<file path="config.mk">
export PLATFORM = sky130hd
export DESIGN_NAME = fifo_wr_arbiter
export DESIGN_NICKNAME = d
export VERILOG_FILES = /design/src/rtl/fifo_wr_arbiter.sv
export SDC_FILE = /design/constraint.sdc
export NUM_CORES = 1
export LEC_CHECK = 0
export CAP_MARGIN = 20
export CORE_MARGIN = 3
export CORE_UTILIZATION = 55
export DETAILED_ROUTE_END_ITERATION = 10
export DONT_BUFFER_PORTS = 1
export PLACE_DENSITY = 0.83
export SLEW_MARGIN = 15
export SYNTH_ARGS = -nofsm -noshare
export SYNTH_HDL_FRONTEND = slang
export SYNTH_SLANG_ARGS = --single-unit
</file>
<file path="constraint.sdc">
create_clock -name clk_i -period 1.96 [get_ports clk_i]
set_input_delay 0.196 -clock clk_i [delete_from_list [all_inputs] [get_ports clk_i]]
set_output_delay 0.196 -clock clk_i [all_outputs]
set_load 0.01 [all_outputs]
</file>
<file path="src/rtl/fifo_wr_arbiter.sv">
// Round-robin write arbiter sharing one FIFO write port among N producers.
// Grants one owner at a time for bursts of up to MaxBurst words, stalling on FIFO full.
module fifo_wr_arbiter #(
  parameter int unsigned N         = 4,
  parameter int unsigned DataWidth = 8,
  parameter int unsigned MaxBurst  = 4
) (
  input  logic                           clk_i,
  input  logic                           res_ni,
  input  logic [N-1:0]                   req_i,
  input  logic [N*DataWidth-1:0]         din_i,
  output logic [N-1:0]                   ack_o,
  input  logic                           fifo_full_i,
  output logic                           fifo_push_o,
  output logic [DataWidth-1:0]           fifo_din_o,
  output logic                           busy_o,
  output logic [$clog2(N)-1:0]           owner_o
);

  localparam int unsigned OwnerW = $clog2(N);
  localparam int unsigned BcntW  = $clog2(MaxBurst + 1);

  logic              busy_q, busy_d;
  logic [OwnerW-1:0] owner_q, owner_d;
  logic [OwnerW-1:0] ptr_q, ptr_d;
  logic [BcntW-1:0]  bcnt_q, bcnt_d;
  logic [OwnerW-1:0] ptr_next;
  logic              push;
  logic              release_own;

  // First requesting index at or above start, wrapping modulo N.
  function automatic logic [OwnerW-1:0] pick(input logic [N-1:0]      r,
                                            input logic [OwnerW-1:0] start);
    logic [OwnerW-1:0] idx;
    logic [OwnerW-1:0] sel;
    logic              found;
    idx   = start;
    sel   = '0;
    found = 1'b0;
    for (int i = 0; i < N; i++) begin
      if (!found && r[idx]) begin
        sel   = idx;
        found = 1'b1;
      end
      idx = (idx == OwnerW'(N - 1)) ? '0 : idx + 1'b1;
    end
    return sel;
  endfunction

  // Push is gated by reset so an abandoned burst never writes during the reset cycle.
  assign push        = res_ni & busy_q & req_i[owner_q] & ~fifo_full_i;
  assign release_own = busy_q & (~req_i[owner_q] | (push & (bcnt_q == BcntW'(MaxBurst - 1))));
  assign ptr_next    = (owner_q == OwnerW'(N - 1)) ? '0 : owner_q + 1'b1;

  assign fifo_push_o = push;
  assign fifo_din_o  = din_i[DataWidth*owner_q +: DataWidth];
  assign busy_o      = busy_q;
  assign owner_o     = owner_q;

  always_comb begin
    ack_o = '0;
    if (push) begin
      ack_o[owner_q] = 1'b1;
    end
  end

  always_comb begin
    busy_d  = busy_q;
    owner_d = owner_q;
    ptr_d   = ptr_q;
    bcnt_d  = bcnt_q;
    if (!busy_q) begin
      if (|req_i) begin
        busy_d  = 1'b1;
        owner_d = pick(req_i, ptr_q);
        bcnt_d  = '0;
      end
    end else if (release_own) begin
      // Re-arbitrate at the release edge so the next burst starts without a bubble.
      ptr_d  = ptr_next;
      bcnt_d = '0;
      if (|req_i) begin
        owner_d = pick(req_i, ptr_next);
      end else begin
        busy_d  = 1'b0;
        owner_d = '0;
      end
    end else if (push) begin
      bcnt_d = bcnt_q + 1'b1;
    end
  end

  always_ff @(posedge clk_i) begin
    if (!res_ni) begin
      busy_q  <= 1'b0;
      owner_q <= '0;
      ptr_q   <= '0;
      bcnt_q  <= '0;
    end else begin
      busy_q  <= busy_d;
      owner_q <= owner_d;
      ptr_q   <= ptr_d;
      bcnt_q  <= bcnt_d;
    end
  end

endmodule

</file>
==> out/metrics.cfg, run 1 <==
[outcome]
outcome = finished, violations left
violations = setup timing

[cells_and_area]
stdcell_count = 156
finalInstanceArea_um2 = 1339
n_antenna_cell = 0
utilization_pct = 74.31
final_common_cell = buf_4
layout_common_cells = buf_4, mux4_2, nand2_1, a21oi_1, inv_1
drive_above_1_share_pct = 35.88
syn_to_final_growth_pct = 23.56
final_net_count = 179

[place]
numPortBuffers = 0
finalWeightedCongestion = 0.8387
place_area_um2 = 1210
place_inst = 149
post-dp-hpwl_um = 2266

[cts]
clkTransAtPathRegs_ps = 60
clock_path_buffers = 2
cts.sinks = 8
cts_tree = yes
cts_made_buffers = 3
htree_levels = 1
root_buffer = clkbuf_4
clk_latency_ps = 260

[critical_path]
path_class = reg2reg
r2r_slack_ps = -200
reg2regPathDepth = 7
reg2reg_from = ptr_q[0]
reg2reg_to = owner_o[0]
start_kind = register
worstSetupStartpoint = ptr_q[0]
endpoint_kind = register
crit_path_max_fanout = 9
cp.required_ps = 2160
cp_data_arrival_time_ps = 2360

[power_and_ir_drop]
ir_drop_uv = 557.0
p_leak_nw = 0.5102
power_w = 0.0009181
powerDensity_nw_per_um2 = 685.8

[floorplan]
dieArea_um2 = 2539
die_width_um = 50.39
coreArea_um2 = 1802
start_util_pct = 60.14
ios = 55
rows = 15
die_y_um = 50.39

[sta]
finalCritPeriodShare_pct = 110.0
finalClockSkew_ps = 10.19
rsz0062_at_grt = true
setup-violations-final = 2
min_period_ps = 2156
slew_headroom_pct = 60.54
finalHoldViolations = 0
max_freq_mhz = 463.8
worstMarginPinSlew_ps = 586.5
slew_viol_final = 0
setup_ws_ps = -196.1
setup_tns_ps = -237.2

[logic_synthesis]
ys_warn_count = 0
synth_edf_count = 0
syn_area_um2 = 1084
synth_top_area_cell = mux4_2
syn_nets = 165
async_reset_ff_share_pct = 0
synth-seq-cells = 8
synth_area_per_cell_um2 = 9.105
synthCells = 119
synth_top_cell_area_share_pct = 18.71
ys_seq_area_share_pct = 14.78
synth.area.top_cells = mux4_2, dfxtp_1, ha_1, a21oi_1, mux2i_1
ys_types = 46
synth_ff_type = dfxtp_1

[routing]
wire_per_inst_um = 20.09
via_per_inst = 6.769
postRouteAntennaNets = 0
vias = 1056
firstDrtPassIters = 7
wl_um = 3134
route.detailed.drc = 0
drtIter0Drc = 20

[hold_path]
hold_path.class = in2reg
worstHoldPathCells = 1
hold_path_end = owner_o[0]
hold_path_startpoint = res_ni

[global_routing]
grt_pass1_vias = 999
grt_pass1_wl_um = 4257
grt_use_total_pct = 21.74
overflow = 0
antenna_found_initial = 0
grt_max_degree = 13

[run]
cap_violations = 0

-- per-layer routing --
metal	wire length, µm	GRT usage [%]
met1	1202	24.16
met2	1582	38.70
met3	266	6.528
met4	82	8.072
met5	0	0
-- what timing repair did --
action	4_1_cts	5_1_grt
setup buffers	2	2
resized for setup	4	12
setup endpoints to repair	2	7
pin swaps	3	5
hold buffers	0	0
-- synth_stat cells (all sizes together), types with 3 or more instances --
library cell / instances
or3: 4
mux2i: 4
a211oi: 3
nor2: 5
a21boi: 3
inv: 7
nand2: 8
mux2: 4
buf: 5
dfxtp: 8
ha: 7
a21oi: 9
and2: 5
nor2b: 4
mux4: 10
o21ai: 7
-- sequential cells by signal, summed over array words and instances, names as in the netlist --
register,flops
bcnt_q,3
busy_o,1
owner_o,2
ptr_q,2
-- cell families after synthesis --
kind of cell / share of synthesized area [%]
buf+inv: 5.774
compound gates: 18.82
fa+ha+maj: 8.083
flops: 14.78
mux: 29.33
simple gates: 23.21
-- critical path, cell delays in order (launching register included) --
cell and delay [ps]:
dfxtp_4 370, buf_12 130, mux2_4 330, or4_4 510
a211oi_4 320, nor4b_4 90, o32ai_2 210, and2_1 150
-- area by class of cell --
cell class              count  area [µm²]
repair buffers             16       148.9
fillers                   138       462.9
well taps                  25       31.28
flip-flops and latches      8       165.2
inverters                   7       26.28
multi-input cells          97       944.7
clock buffers               3       22.52
-- power breakdown --
group | internal (W) | total, W | leakage (nW) | switching [W]
clock | 0.0000700 | 0.000125 | 0.0138 | 0.0000548
combinational | 0.000303 | 0.000585 | 0.430 | 0.000282
sequential | 0.000181 | 0.000209 | 0.0668 | 0.0000276
total | 0.000554 | 0.000918 | 0.510 | 0.000364
-- stage by stage --
stage / setup slack [ps] / hold WS (ps)
detailed placement: -127.6 / 336.1
CTS: -114.7 / 71.98
finish: -196.1 / 65.59
global placement: -29.74 / 328.2
floorplan: 15.75 / 323.3
global route: -226.5 / 57.42
-- worst max-delay path by stage --
stage,to,slack [ps],depth (start not counted)
6_report,owner_o[0],-200,7
4_1_cts,owner_o[0],-110,7
3_3_place_gp,owner_o[0],-30,7
3_5_place_dp,owner_o[0],-130,7
2_1_floorplan,owner_o[0],20,8
5_1_grt,owner_o[0],-230,7
(Power assumes the default switching activity.)
==> run 2: changes to the inputs <==
==> constraint.sdc (replaced) <==
create_clock -name clk_i -period 1.9 [get_ports clk_i]
set_input_delay 0.19 -clock clk_i [delete_from_list [all_inputs] [get_ports clk_i]]
set_output_delay 0.19 -clock clk_i [all_outputs]
set_load 0.01 [all_outputs]
==> run 2 against run 1 <==
Effect of this change:
- the flow still finishes with violations (setup timing)
- power up 3.0%
- routed wire length increased by 8.4%
- core utilization shrank 1.4 points
- critical path depth unchanged
- critical path type unchanged
- critical endpoint unchanged
==> out/metrics.cfg, run 2 (synthesis gave the netlist of run 1 again) <==
[outcome]
outcome = finished, violations left
violations = setup timing

[sta]
max_freq_mhz = 480.8  ; +3.7%
finalHoldViolations = 0  ; unchanged
slew_viol_final = 0  ; unchanged
slew_headroom_pct = 64.82  ; +4.3 points
worstMarginPinSlew_ps = 522.9  ; -63.55 ps
rsz0062_at_grt = true
min_period_ps = 2080  ; -76.12 ps
setup_ws_ps = -179.9  ; +16.12 ps
finalCritPeriodShare_pct = 109.5  ; -0.53 points
setup-violations-final = 2  ; unchanged
finalClockSkew_ps = 5.795  ; -4.391 ps

[global_routing]
grt_use_total_pct = 25.47  ; +3.7 points
grt_max_degree = 12  ; -1
antenna_found_initial = 0  ; unchanged
overflow = 0  ; unchanged
grt_pass1_wl_um = 4850  ; +14%
grt_pass1_vias = 1103  ; +10%

[power_and_ir_drop]
p_leak_nw = 0.4995  ; -2.1%
powerDensity_nw_per_um2 = 719.5  ; +4.9%
ir_drop_uv = 542.5  ; -2.6%

[run]
cap_violations = 0  ; unchanged

[routing]
postRouteAntennaNets = 0  ; unchanged
wire_per_inst_um = 21.64  ; +7.7%
drtIter0Drc = 43  ; +110%
wl_met1_um = 1082  ; -10%
dr_wl_met3_um = 402  ; +51%
wl_um = 3397  ; +8.4%
wl_met2_um = 1779  ; +12%
vias = 1084  ; +2.7%
firstDrtPassIters = 4  ; -3
via_per_inst = 6.904  ; +2.0%
highest_layer = met4
route.detailed.drc = 0  ; unchanged

[cts]
cts_tree = yes
cts_made_buffers = 3  ; unchanged
htree_levels = 1  ; unchanged
root_buffer = clkbuf_4
clk_latency_ps = 260  ; about the same
cts.sinks = 8  ; unchanged
clkTransAtPathRegs_ps = 70  ; about the same
clock_path_buffers = 2  ; unchanged

[floorplan]
ios = 55  ; unchanged
die_width_um = 50.39  ; unchanged
start_util_pct = 60.14  ; unchanged
rows = 15  ; unchanged
die_y_um = 50.39  ; unchanged
coreArea_um2 = 1802  ; unchanged
dieArea_um2 = 2539  ; unchanged

[critical_path]
cp.required_ps = 2110  ; -50 ps
crit_path_max_fanout = 4  ; -5
crit_buf_inv = 1  ; unchanged
cpPeakStageDelay_ps = 500  ; about the same
cp_data_arrival_time_ps = 2290  ; -70 ps
start_kind = register
path_class = reg2reg
cp_slowest_cell = or4_4
endpoint_kind = register
path_cells = buf_4, mux2_4, or4_4, a211oi_4, nor4b_4, o32ai_2, and2_1
critPathTopFamily = simple AND/OR/NAND/NOR gates

[cells_and_area]
multi_input_area_um2 = 940.9  ; -0.40%
finalInstanceArea_um2 = 1314  ; -1.9%
drive_above_1_share_pct = 36.36  ; +0.49 points
fillCellCount = 125  ; -9.4%
regArea_um2 = 165.2  ; unchanged
syn_to_final_growth_pct = 21.25
final_net_count = 179  ; unchanged
largest-register = bcnt_q
layout_common_cells = buf_4, mux4_2, nand2_1, a21oi_1, inv_1
n_antenna_cell = 0  ; unchanged
largest_register_ffs = 3  ; unchanged
final_common_cell = buf_4

[place]
place_area_um2 = 1195  ; -1.2%
numPortBuffers = 0  ; unchanged
finalWeightedCongestion = 0.9036  ; +7.7%
dp_slack_ps = -147.7  ; -20.11 ps
post-dp-hpwl_um = 2430  ; +7.3%

[hold_path]
hold_path.class = in2reg

[run 2: changes by cell type in the layout (fill, tap and decap cells not counted), sizes merged]
cell	delta
clkbuf	+1
[run 2: metrics by stage]
step / util [%] / hold slack, ps / TNS [ps] / std cells / power [W]
floorplan: - / 316.8 / -33.32 / 119 / 0.0006086
global placement: 66.32 / 320.8 / -68.31 / 150 / 0.0006871
detailed placement: 66.32 / 322.8 / -288.4 / 150 / 0.0007089
CTS: 68.82 / 43.39 / -196.1 / 155 / 0.0008769
global route: 72.92 / 44.18 / -416.0 / 157 / 0.001008
finish: 72.92 / 47.01 / -331.3 / 157 / 0.0009452
[run 2: area by class of cell]
class | count | area share, %
Multi-Input combinational cell | 97 | 71.62
Sequential cell | 8 | 12.57
Timing Repair Buffer | 16 | 9.429
Tap cell | 25 | 2.381
Clock buffer | 4 | 2.000
Inverter | 7 | 2.000
[run 2: path summary, 6_finish.rpt]
path              cells past startpoint  slack (ps)      start          to
hold / removal                        1          50     res_ni  owner_o[0]
setup reg to reg                      7        -180   ptr_q[0]  owner_o[0]
hold reg to reg                       2         470  bcnt_q[1]   bcnt_q[1]
setup / recovery                      7        -180   ptr_q[0]  owner_o[0]
[run 2: metal layers]
layer  up-vias  global-route usage, %
met3        14                  7.122
met2        88                  43.26
li1        479                      -
met1       503                  25.75
met4         0                  20.63
met5         -                      0
[run 2: power breakdown]
group	total (W)	internal (W)	leakage [nW]	switching (W)
Clock	0.000150	0.0000810	0.0150	0.0000695
Sequential	0.000206	0.000186	0.0668	0.0000195
Combinational	0.000589	0.000289	0.418	0.000300
Total	0.000945	0.000556	0.499	0.000389
[run 2: repair_timing]
item	4_1_cts	5_1_grt
setup buffers	1	2
endpoints found under the setup margin	2	7
gates cloned	0	0
pin swaps	3	5
resized for setup	3	12
hold buffers	0	0
[run 2: worst register-to-register path: stages, from the launching register on]
cell	delay, ps
dfxtp_4	360
buf_4	130
mux2_4	320
or4_4	500
a211oi_4	300
nor4b_4	80
o32ai_2	190
and2_1	140
